$ cat src/rtl/mem_port_pkg.sv
// Shared types and helpers for strobe/ack/retry memory port initiators.
package mem_port_pkg;

  typedef enum logic [1:0] {
    IDLE,
    ISSUE,
    WAIT,
    RESP
  } port_state_e;

  function automatic int word_bits(input int byte_bits, input int bytes_per_word);
    return byte_bits * bytes_per_word;
  endfunction

endpackage

$ cat src/rtl/mem_port_initiator.sv
// Single-outstanding initiator for the strobe/ack/retry memory port: one strobe per
// attempt, reissue on retry, completion or error pulse back to the client.
module mem_port_initiator
  import mem_port_pkg::*;
#(
  parameter int BYTE_BITS      = 8,
  parameter int BYTES_PER_WORD = 4,
  parameter int ADDR_BITS      = 10,
  parameter int MAX_RETRIES    = 3,
  parameter int TIMEOUT_CYCLES = 16,
  localparam int WORD_BITS     = word_bits(BYTE_BITS, BYTES_PER_WORD)
) (
  input  logic                      clock,
  input  logic                      reset,
  input  logic                      req_valid,
  output logic                      req_ready,
  input  logic [ADDR_BITS-1:0]      req_addr,
  input  logic [WORD_BITS-1:0]      req_data,
  input  logic [BYTES_PER_WORD-1:0] req_select,
  input  logic                      req_write,
  output logic                      resp_valid,
  output logic [WORD_BITS-1:0]      resp_data,
  output logic                      resp_error,
  output logic [ADDR_BITS-1:0]      mem_addr,
  output logic [WORD_BITS-1:0]      mem_out,
  output logic [BYTES_PER_WORD-1:0] mem_select,
  output logic                      mem_write,
  output logic                      mem_strobe,
  input  logic [WORD_BITS-1:0]      mem_in,
  input  logic                      mem_ack,
  input  logic                      mem_retry
);

  // A zero-retry configuration still needs a one-bit counter to keep the compare legal.
  localparam int RETRY_BITS = (MAX_RETRIES > 0) ? $clog2(MAX_RETRIES + 1) : 1;
  localparam int TMO_BITS   = $clog2(TIMEOUT_CYCLES + 1);
  localparam logic [RETRY_BITS-1:0] RETRY_LIMIT = RETRY_BITS'(MAX_RETRIES);
  localparam logic [TMO_BITS-1:0]   TMO_LIMIT   = TMO_BITS'(TIMEOUT_CYCLES);

  port_state_e           state;
  port_state_e           next_state;
  logic [RETRY_BITS-1:0] retry_cnt;
  logic [TMO_BITS-1:0]   tmo_cnt;
  logic                  error_q;
  logic                  retry_exhausted;
  logic                  timed_out;

  assign retry_exhausted = (retry_cnt == RETRY_LIMIT);
  assign timed_out       = (tmo_cnt == TMO_LIMIT);

  always_ff @(posedge clock) begin
    if (reset) begin
      state      <= IDLE;
      retry_cnt  <= '0;
      tmo_cnt    <= '0;
      error_q    <= 1'b0;
      resp_data  <= '0;
      mem_addr   <= '0;
      mem_out    <= '0;
      mem_select <= '0;
      mem_write  <= 1'b0;
    end else begin
      state <= next_state;
      unique case (state)
        IDLE: begin
          if (req_valid) begin
            mem_addr   <= req_addr;
            mem_out    <= req_data;
            mem_select <= req_select;
            mem_write  <= req_write;
            resp_data  <= '0;
            error_q    <= 1'b0;
          end
        end
        ISSUE: tmo_cnt <= '0;
        WAIT: begin
          if (!timed_out) begin
            tmo_cnt <= tmo_cnt + TMO_BITS'(1);
          end
          // Ack takes priority over a simultaneous retry and over the timeout.
          if (mem_ack) begin
            if (!mem_write) begin
              resp_data <= mem_in;
            end
          end else if (mem_retry) begin
            if (retry_exhausted) begin
              error_q <= 1'b1;
            end else begin
              retry_cnt <= retry_cnt + RETRY_BITS'(1);
            end
          end else if (timed_out) begin
            error_q <= 1'b1;
          end
        end
        RESP: retry_cnt <= '0;
        default: ;
      endcase
    end
  end

  always_comb begin
    next_state = state;
    unique case (state)
      IDLE: begin
        if (req_valid) begin
          next_state = ISSUE;
        end
      end
      ISSUE: next_state = WAIT;
      WAIT: begin
        if (mem_ack) begin
          next_state = RESP;
        end else if (mem_retry) begin
          next_state = retry_exhausted ? RESP : ISSUE;
        end else if (timed_out) begin
          next_state = RESP;
        end
      end
      RESP: next_state = IDLE;
      default: next_state = IDLE;
    endcase
  end

  always_comb begin
    req_ready  = (state == IDLE);
    mem_strobe = (state == ISSUE);
    resp_valid = (state == RESP);
    resp_error = (state == RESP) && error_q;
  end

endmodule

$ cat config.mk
export PLATFORM = sky130hd
export DESIGN_NAME = mem_port_initiator
export DESIGN_NICKNAME = d
export VERILOG_FILES = /design/src/rtl/mem_port_pkg.sv /design/src/rtl/mem_port_initiator.sv
export SDC_FILE = /design/constraint.sdc
export NUM_CORES = 1
export LEC_CHECK = 0
export BUFFER_PORTS_ARGS = -buffer_cell sky130_fd_sc_hd__buf_2
export CAP_MARGIN = 20
export CORE_ASPECT_RATIO = 0.8
export CORE_UTILIZATION = 46
export DETAILED_ROUTE_END_ITERATION = 10
export HOLD_SLACK_MARGIN = 0.02
export PLACE_DENSITY_LB_ADDON = 0.1
export REMOVE_ABC_BUFFERS = 1
export SYNTH_ARGS = -nofsm -noshare
export SYNTH_HDL_FRONTEND = slang
export SYNTH_SLANG_ARGS = --single-unit
$ cat constraint.sdc
create_clock -name clock -period 1.96 [get_ports clock]
set_input_delay 0.098 -clock clock [delete_from_list [all_inputs] [get_ports clock]]
set_output_delay 0.098 -clock clock [all_outputs]
set_load 0.05 [all_outputs]
==> reports/metrics.cfg, run 1 <==
[clock_tree]
clock_sinks=89
cts_tree=yes
insertion_delay_ns=0.35
path_clk_slew_ns=0.09
hold_buffers=79
cts_resized=0
cts-root-buf=clkbuf_8
postCtsSetupBuffers=0
h-tree-depth=3
cts_buffers=9
clock_path_buffers=2

[worst_setup_path]
startpoint_type=flip-flop
worstPathArrival_ns=1.98
r2r_start=state[1]
cp_data_required_time_ns=2.22
end_kind=flip-flop
ff2ff_path_depth=5
ff2ff_setup_slack_ns=0.23
reg2reg_to=resp_data[25]
critPathMaxFanout=32
crit_type=flip-flop to flip-flop

[placed_design]
portBuffers=166
placed_area_um2=4310
hpwl_mm=5.90
gp_congestion=0.740

[finish]
drive_gt1_share_pct=29.5
nets=739
final_design_area_no_fill_um2=5320
antenna_cells=0
area_growth_pct=55.4

[synth]
ys_ff_latch=89
ys_types=33
seq_area_frac_synth_pct=52.1
yosysWarnings=0
synthCells=419
avgSynthCellArea_um2=8.16
synth_area_um2=3420

[route]
drt-total-wl_mm=10.0
wl_met3_um=535
highest_layer=met4
vias=3691
drtAntennaViolNets=0
drtIter0Drc=137
route.detailed.drc=5
drt-met1-wl_mm=4.21
drtPass1Iterations=7
via_per_inst=4.96
routedWlPerCell_um=13.5
wl_met2_mm=5.01

[pwr]
peakVddDrop_uv=564
power_mw=4.24
p_leak_nw=2.39
p_per_area_nw_per_um2=797

[die]
die_h_um=79.1
start_util_pct=48.7
coreArea_um2=7030
die-width_um=98.4
dieArea_um2=7790
row_count=27
num_io_pins=167

[min_path]
min_from=mem_ack
hold_depth=3
min_to=state[0]
hp-class=input pin to flip-flop

[timing]
period_needed_ns=1.73
relSlewSlack_pct=66.5
finalCritPeriodShare_pct=88.1
rsz0062_at_grt=no
finalSetupViolCount=0
clock_skew_ns=0.0161
hold_viol_final=0
worst_pin_slew_ns=0.501
holdWs_ns=0.0674
slew_viol_final=0
fmax_mhz=579

[grt]
track_usage_pct=26.0
grt_start_max_net_pins=65
antenna_found_initial=0
grt_pass1_vias=3591
grt_pass1_wl_mm=16.2
gr-total-overflow=0

[flow_run]
cap_violations=0

[outcome]
violations=design-rule violations
status=finished with violations

## stage by stage
step / cells / util, % / TNS, ns / setup slack (ns)
floorplan: 388 / - / -35.52 / -0.483
global placement: 649 / 61.3 / 0 / 0.422
detailed placement: 649 / 61.3 / 0 / 0.335
CTS: 744 / 75.7 / 0 / 0.302
global route: 744 / 75.7 / 0 / 0.104
finish: 744 / 75.7 / 0 / 0.234
## flip-flops by register name (all words and copies together), names as in the netlist
signal      count
error_q         1
mem_addr       10
mem_out        32
mem_select      4
mem_write       1
resp_data      32
retry_cnt       2
state           2
tmo_cnt         5
## where the power goes
| group | switching [mW] | total, mW | internal [mW] | leakage (nW) |
|---|---|---|---|---|
| clock network | 0.660 | 1.38 | 0.723 | 0.0991 |
| logic | 0.587 | 0.910 | 0.323 | 1.56 |
| registers | 0.0507 | 1.94 | 1.89 | 0.725 |
## cells in the final DEF (no fill, tap or decap), drive strengths merged
cell type    count
clkinvlp         3
and2             2
or3b             1
o21a             1
o211ai           2
o21ai           34
dfxtp           89
and4bb           1
mux2i            2
nor3             2
nand4            1
clkbuf          10
ha               3
buf            174
nor3b            1
and3             1
or4              1
nand2           99
nand3           34
a211oi           1
a21oi           53
dlygate4sd3     79
a2111oi          1
or3              1
o31ai            1
nand3b           2
mux2             1
bufinv           2
nand2b          37
inv              6
nor2            10
nor2b            1
a32oi            1
## cell usage after synthesis
cell	number	share of area, %
a2111oi_0	1	0.26
a211oi_1	1	0.22
a21oi_1	52	7.6
a21oi_2	1	0.26
a32oi_1	1	0.26
and2_1	2	0.37
and3_1	1	0.18
and4bb_2	1	0.37
buf_2	16	2.3
buf_4	3	0.66
clkbuf_1	12	1.3
dfxtp_1	89	52
ha_1	3	1.1
inv_1	5	0.55
mux2_2	1	0.33
mux2i_1	2	0.59
nand2_1	99	11
nand2b_1	37	6.8
nand3_1	34	5.0
nand3b_1	2	0.44
nand4_1	1	0.18
nor2_1	10	1.1
nor2b_1	1	0.18
nor3_1	2	0.29
nor3b_1	1	0.22
o211ai_1	2	0.44
o21a_1	1	0.22
o21ai_0	6	0.88
o21ai_1	28	4.1
o31ai_1	1	0.22
or3_1	1	0.18
or3b_2	1	0.26
or4_1	1	0.22
## per-layer routing
metal	GRT usage [%]	vias to the layer above
met5	0	-
met4	11.6	0
met3	6.60	31
met2	46.5	111
met1	29.6	1700
li1	-	1849
## cells by family after synthesis
kind of cell	count (synthesis)	synth area share, %
AND/OR/NAND/NOR	194	26.6
AO/OA/AOI/OAI	94	14.4
flip-flops	89	52.1
buffers and inverters	36	4.86
multiplexers	3	0.914
adder cells (fa/ha/maj)	3	1.10
## worst max-delay path: stages, from the launching register on
cell and delay (ns):
dfxtp_1 0.65, nand2b_1 0.28, nor2_2 0.14, buf_4 0.33, nand3_1 0.12, o21ai_0 0.11
## how the worst max path moves through the flow
| stage | startpoint | end |
|---|---|---|
| 6_report | state[1] | resp_data[25] |
| 5_1_grt | state[1] | mem_out[25] |
| 4_1_cts | state[1] | tmo_cnt[0] |
| 3_5_place_dp | state[1] | resp_data[25] |
| 3_3_place_gp | state[1] | tmo_cnt[0] |
| 2_1_floorplan | state[1] | error_q |
## cell type report
class	count	area (µm²)
multi-input cells	294	1480
clock inverters	6	91.3
fillers	549	1710
inverters	5	18.8
well taps	87	109
flip-flops and latches	89	1780
repair buffers	253	1710
clock buffers	10	128
Note: power is estimated with default switching activity, not from simulation.
==> inputs of run 2 (changes only) <==
Settings changed: CORE_UTILIZATION 46 to 41.
Clock period 1.96 ns to 1.5 ns, I/O delays scaled along.
==> run 2 against run 1 <==
  * The flow now finishes without violations
  * Setup slack worse by 0.20 ns
  * Fmax is 17% higher
  * Combinational power is 35% higher
  * Hold slack better by 0.059 ns
  * Via count is 0.46% lower
  * Core utilization is 8.3 points lower
  * Power is 26% higher
  * Clock power is 14% higher
  * Non-clock buffer count is 5 higher
  * Final cell count is 3.4% higher
  * First-iteration DRC count is 12% higher
  * Wire length is 2.8% lower
  * Largest power group unchanged
==> reports/metrics.cfg, run 2 (synthesized netlist as in run 1, its figures left out) <==
[pwr]
pwr-share-clk_pct=29.5
sw_frac_of_total_pct=30.9
p_leak_nw=2.42
internal-power_mw=3.69
switching_power_mw=1.65
pwr-share-comb_pct=23.1
p_per_area_nw_per_um2=986
peakVddDrop_uv=638
pwr-share-seq_pct=47.4
power_mw=5.33

[route]
via_per_inst=4.78
drt-total-wl_mm=9.75
route.detailed.drc=0
vias=3674
drtIter0Drc=153
drtAntennaViolNets=0
routedWlPerCell_um=12.7
drtPass1Iterations=4

[timing]
period_needed_ns=1.47
finalCritPeriodShare_pct=98.0
fin_ws_ns=0.0305
rsz0062_at_grt=yes
clock_skew_ns=0.00949
hold_viol_final=0
relSlewSlack_pct=75.4
final.setup.tns_ns=0
slew_viol_final=0
finalSetupViolCount=0
fmax_mhz=681
worst_pin_slew_ns=0.368

[worst_setup_path]
startpoint_type=flip-flop
crit_type=flip-flop to flip-flop
ff2ff_setup_slack_ns=0.03
ff2ff_path_depth=6
critPathMaxFanout=3
reg2reg_to=error_q
crit_path_end=error_q
cp_data_required_time_ns=1.74
r2r_start=tmo_cnt[0]
end_kind=flip-flop
critPathLaunch=tmo_cnt[0]
worstPathArrival_ns=1.71

[placed_design]
placed_area_um2=4390
hpwl_mm=5.69
gp_congestion=0.755
place_ws_ns=0.0155
portBuffers=166

[finish]
final_design_area_no_fill_um2=5410
antenna_cells=0
final_cell_mix=164 x buf_2, 99 x nand2_1, 87 x dfxtp_1
final_util_pct=67.4
largest_registers=mem_out x32, resp_data x32, mem_addr x10
nets=744
drive_gt1_share_pct=30.3
final_common_cell=buf_2
area_growth_pct=58.0

[min_path]
hp-class=input pin to flip-flop

[clock_tree]
path_clk_slew_ns=0.08
clock_path_buffers=2
cts-root-buf=clkbuf_8
insertion_delay_ns=0.35
h-tree-depth=3
cts_buffers=9
cts_tree=yes
clock_sinks=89

[flow_run]
cap_violations=0

[grt]
gr-total-overflow=0
track_usage_pct=23.0
grt_start_max_net_pins=65
grt_pass1_wl_mm=16.3
grt_pass1_vias=3539
antenna_found_initial=0

[die]
die-width_um=104
dieArea_um2=8720
row_count=29
num_io_pins=167
coreArea_um2=8020
die_h_um=83.7
start_util_pct=42.7

[outcome]
status=completed

[run 2: cell count changes in the layout (fill, tap and decap cells not counted), moves of 2 or more]
| cell | previous run | this run |
|---|---|---|
| buf_12 | 2 | 5 |
| clkinv_4 | 0 | 2 |
| dfxtp_2 | 0 | 2 |
| dfxtp_1 | 89 | 87 |
| clkinv_2 | 0 | 2 |
| clkinvlp_4 | 3 | 0 |
| buf_2 | 166 | 164 |
| dlygate4sd3_1 | 79 | 81 |
[run 2: cell type report]
class	instances	area, µm²
repair buffers	258	1790
well taps	108	135
flip-flops and latches	89	1780
fillers	687	2610
clock inverters	5	57.6
clock buffers	10	128
multi-input cells	294	1490
inverters	5	18.8
[run 2: critical path, stage by stage, from the launching register on]
cell and delay [ns]:
dfxtp_1 0.35, inv_1 0.05, ha_1 0.18, and4bb_2 0.24, nor3_1 0.26, a211oi_1 0.09, o21a_1 0.18
[run 2: what timing repair did]
| item | in CTS | in global routing |
|---|---|---|
| buffers inserted | 0 | 0 |
| resized for setup | 1 | 6 |
| hold buffers | 81 | 0 |
| hold endpoints to repair | 80 | 0 |
| cloned | 0 | 0 |
| setup endpoints to repair | 1 | 8 |
[run 2: stage by stage]
step	instances	hold slack, ns
2_1_floorplan	388	0.144
3_3_place_gp	673	0.291
3_5_place_dp	673	0.302
4_1_cts	769	0.0989
5_1_grt	769	0.132
6_report	769	0.127
[run 2: worst min-delay path by stage]
stage          startpoint       endpoint  slack, ns  cells after the start
4_1_cts             reset     tmo_cnt[0]        0.1                      2
3_5_place_dp   mem_in[18]  resp_data[18]       0.30                      3
5_1_grt             reset     tmo_cnt[0]       0.13                      2
3_3_place_gp   mem_in[24]  resp_data[24]       0.29                      3
2_1_floorplan       reset    mem_addr[0]       0.14                      1
6_report            reset     tmo_cnt[0]       0.13                      2
[run 2: layer usage]
metal,part of all wire (%),vias up,track usage (%)
met2,49,102,40.3
li1,-,1865,-
met4,2.1,0,8.44
met1,43,1685,26.9
met3,5.2,22,6.32
met5,0,-,0
[run 2: power by group through the flow]
stage / Sequential, mW / Clock [mW] / Combinational [mW]
finish: 2.53 / 1.57 / 1.23
global route: 2.55 / 1.73 / 1.32
CTS: 2.53 / 1.64 / 1.22
detailed placement: 2.58 / 0 / 1.05
global placement: 2.58 / 0 / 1.04
floorplan: 2.95 / 0 / 0.291
==> inputs of run 3 (changes only) <==
Settings changed: PLACE_DENSITY_LB_ADDON 0.1 to 0.15.
==> run 3 against run 2 <==
  * Clock skew rose by 0.0025 ns
  * Combinational power rose by 9.8%
  * Wire length is 11% higher
  * Critical endpoint is now resp_data[28]
==> reports/metrics.cfg, run 3 (synthesized netlist as in run 1, its figures left out) <==
[pwr]
pwr-share-comb_pct=24.2
p_per_area_nw_per_um2=997
switching_power_mw=1.74
p_leak_nw=2.49
peakVddDrop_uv=606
internal-power_mw=3.83
pwr-share-clk_pct=30.3
power_mw=5.57
sw_frac_of_total_pct=31.2
pwr-share-seq_pct=45.5

[clock_tree]
cts-root-buf=clkbuf_8
clock_path_buffers=2
insertion_delay_ns=0.35
path_clk_slew_ns=0.08
cts_buffers=9
cts_tree=yes
clock_sinks=89
h-tree-depth=3

[finish]
largest_registers=mem_out x32, resp_data x32, mem_addr x10
final_cell_mix=165 x buf_2, 99 x nand2_1, 85 x dfxtp_1
final_common_cell=buf_2
nets=752
antenna_cells=0
drive_gt1_share_pct=32.1
fill_cells=688
area_growth_pct=63.3

[worst_setup_path]
worstPathArrival_ns=1.73
r2r_start=state[1]
cp_num_buf_inv=3
cp_top_family=buffers and inverters
max_stage_delay_ns=0.35
reg2reg_to=resp_data[28]
worst_path_max_delay_cell=dfxtp_2
critPathMaxFanout=16
ff2ff_setup_slack_ns=0.05
cp_data_required_time_ns=1.77
end_kind=flip-flop
path_cells=buf_4 > nand2b_1 > a21oi_4 > buf_12 > clkbuf_16 > nand3_1 > o21ai_1
startpoint_type=flip-flop
ff2ff_path_depth=7
crit_type=flip-flop to flip-flop

[flow_run]
cap_violations=0

[route]
drtIter0Drc=126
drtAntennaViolNets=0
routedWlPerCell_um=13.9
via_per_inst=4.89
route.detailed.drc=0
drtPass1Iterations=4
drt-total-wl_mm=10.8
vias=3804

[grt]
gr-total-overflow=0
grt_start_max_net_pins=65
antenna_found_initial=0
grt_pass1_wl_mm=16.2
grt_pass1_vias=3564
track_usage_pct=23.0

[timing]
hold_viol_final=0
relSlewSlack_pct=66.4
period_needed_ns=1.45
holdWs_ns=0.191
finalCritPeriodShare_pct=97.0
fmax_mhz=687
worst_pin_slew_ns=0.504
finalSetupViolCount=0
slew_viol_final=0
clock_skew_ns=0.0119

[placed_design]
portBuffers=166
hpwl_mm=5.77
gp_congestion=0.730

[die]
num_io_pins=167
row_count=29
start_util_pct=42.7
die-width_um=104
die_h_um=83.7
coreArea_um2=8020
dieArea_um2=8720

[min_path]
hold_depth=2
min_from=reset
min_to=retry_cnt[1]
hp-class=input pin to flip-flop

[outcome]
status=completed

==> run 3: worst max path at each step <==
stage / cells past startpoint / end / slack, ns / startpoint
4_1_cts: 6 / tmo_cnt[0] / 0.03 / tmo_cnt[1]
3_3_place_gp: 6 / tmo_cnt[0] / 0.09 / tmo_cnt[1]
3_5_place_dp: 6 / tmo_cnt[0] / 0.06 / tmo_cnt[1]
2_1_floorplan: 4 / error_q / -0.94 / state[1]
6_report: 7 / resp_data[28] / 0.05 / state[1]
5_1_grt: 7 / resp_data[28] / -0.03 / state[1]
==> run 3: final cells by class <==
class,count,area (µm²),area share [%]
Clock buffer,11,141,2.53
Sequential cell,89,1790,32.0
Clock inverter,5,62.6,1.12
Tap cell,108,135,2.42
Timing Repair Buffer,266,1940,34.6
Multi-Input combinational cell,294,1510,27.0
Inverter,5,18.8,0.336
==> run 3: metrics by stage <==
stage          std cells  worst slack (ns)  cell area [µm²]  util (%)  TNS, ns
2_1_floorplan        388            -0.943             3270         -   -72.34
3_3_place_gp         674            0.0945             4400      54.9        0
3_5_place_dp         674            0.0610             4400      54.9        0
4_1_cts              771            0.0257             5420      67.6        0
5_1_grt              778           -0.0269             5590      69.7   -0.287
6_report             778            0.0451             5590      69.7        0
==> run 3: power groups by stage <==
stage	sequential, mW	clock [mW]	combinational (mW)
3_3_place_gp	2.58	0	1.04
5_1_grt	2.55	1.83	1.43
3_5_place_dp	2.58	0	1.05
2_1_floorplan	2.95	0	0.291
6_report	2.53	1.69	1.35
4_1_cts	2.53	1.74	1.22
==> run 3: metal layers <==
layer / GRT usage, % / vias up / share of wire (%)
li1: - / 1878 / -
met3: 6.87 / 26 / 4.7
met5: 0 / - / 0
met1: 25.7 / 1771 / 42
met4: 8.83 / 0 / 2.5
met2: 41.2 / 129 / 50
==> run 3: timing repair <==
| item | 4_1_cts | 5_1_grt |
|---|---|---|
| hold buffers | 81 | 0 |
| hold endpoints to repair | 80 | 0 |
| endpoints found under the setup margin | 2 | 41 |
| gates cloned | 0 | 5 |
| buffers inserted | 0 | 2 |
| gates resized for setup | 2 | 12 |
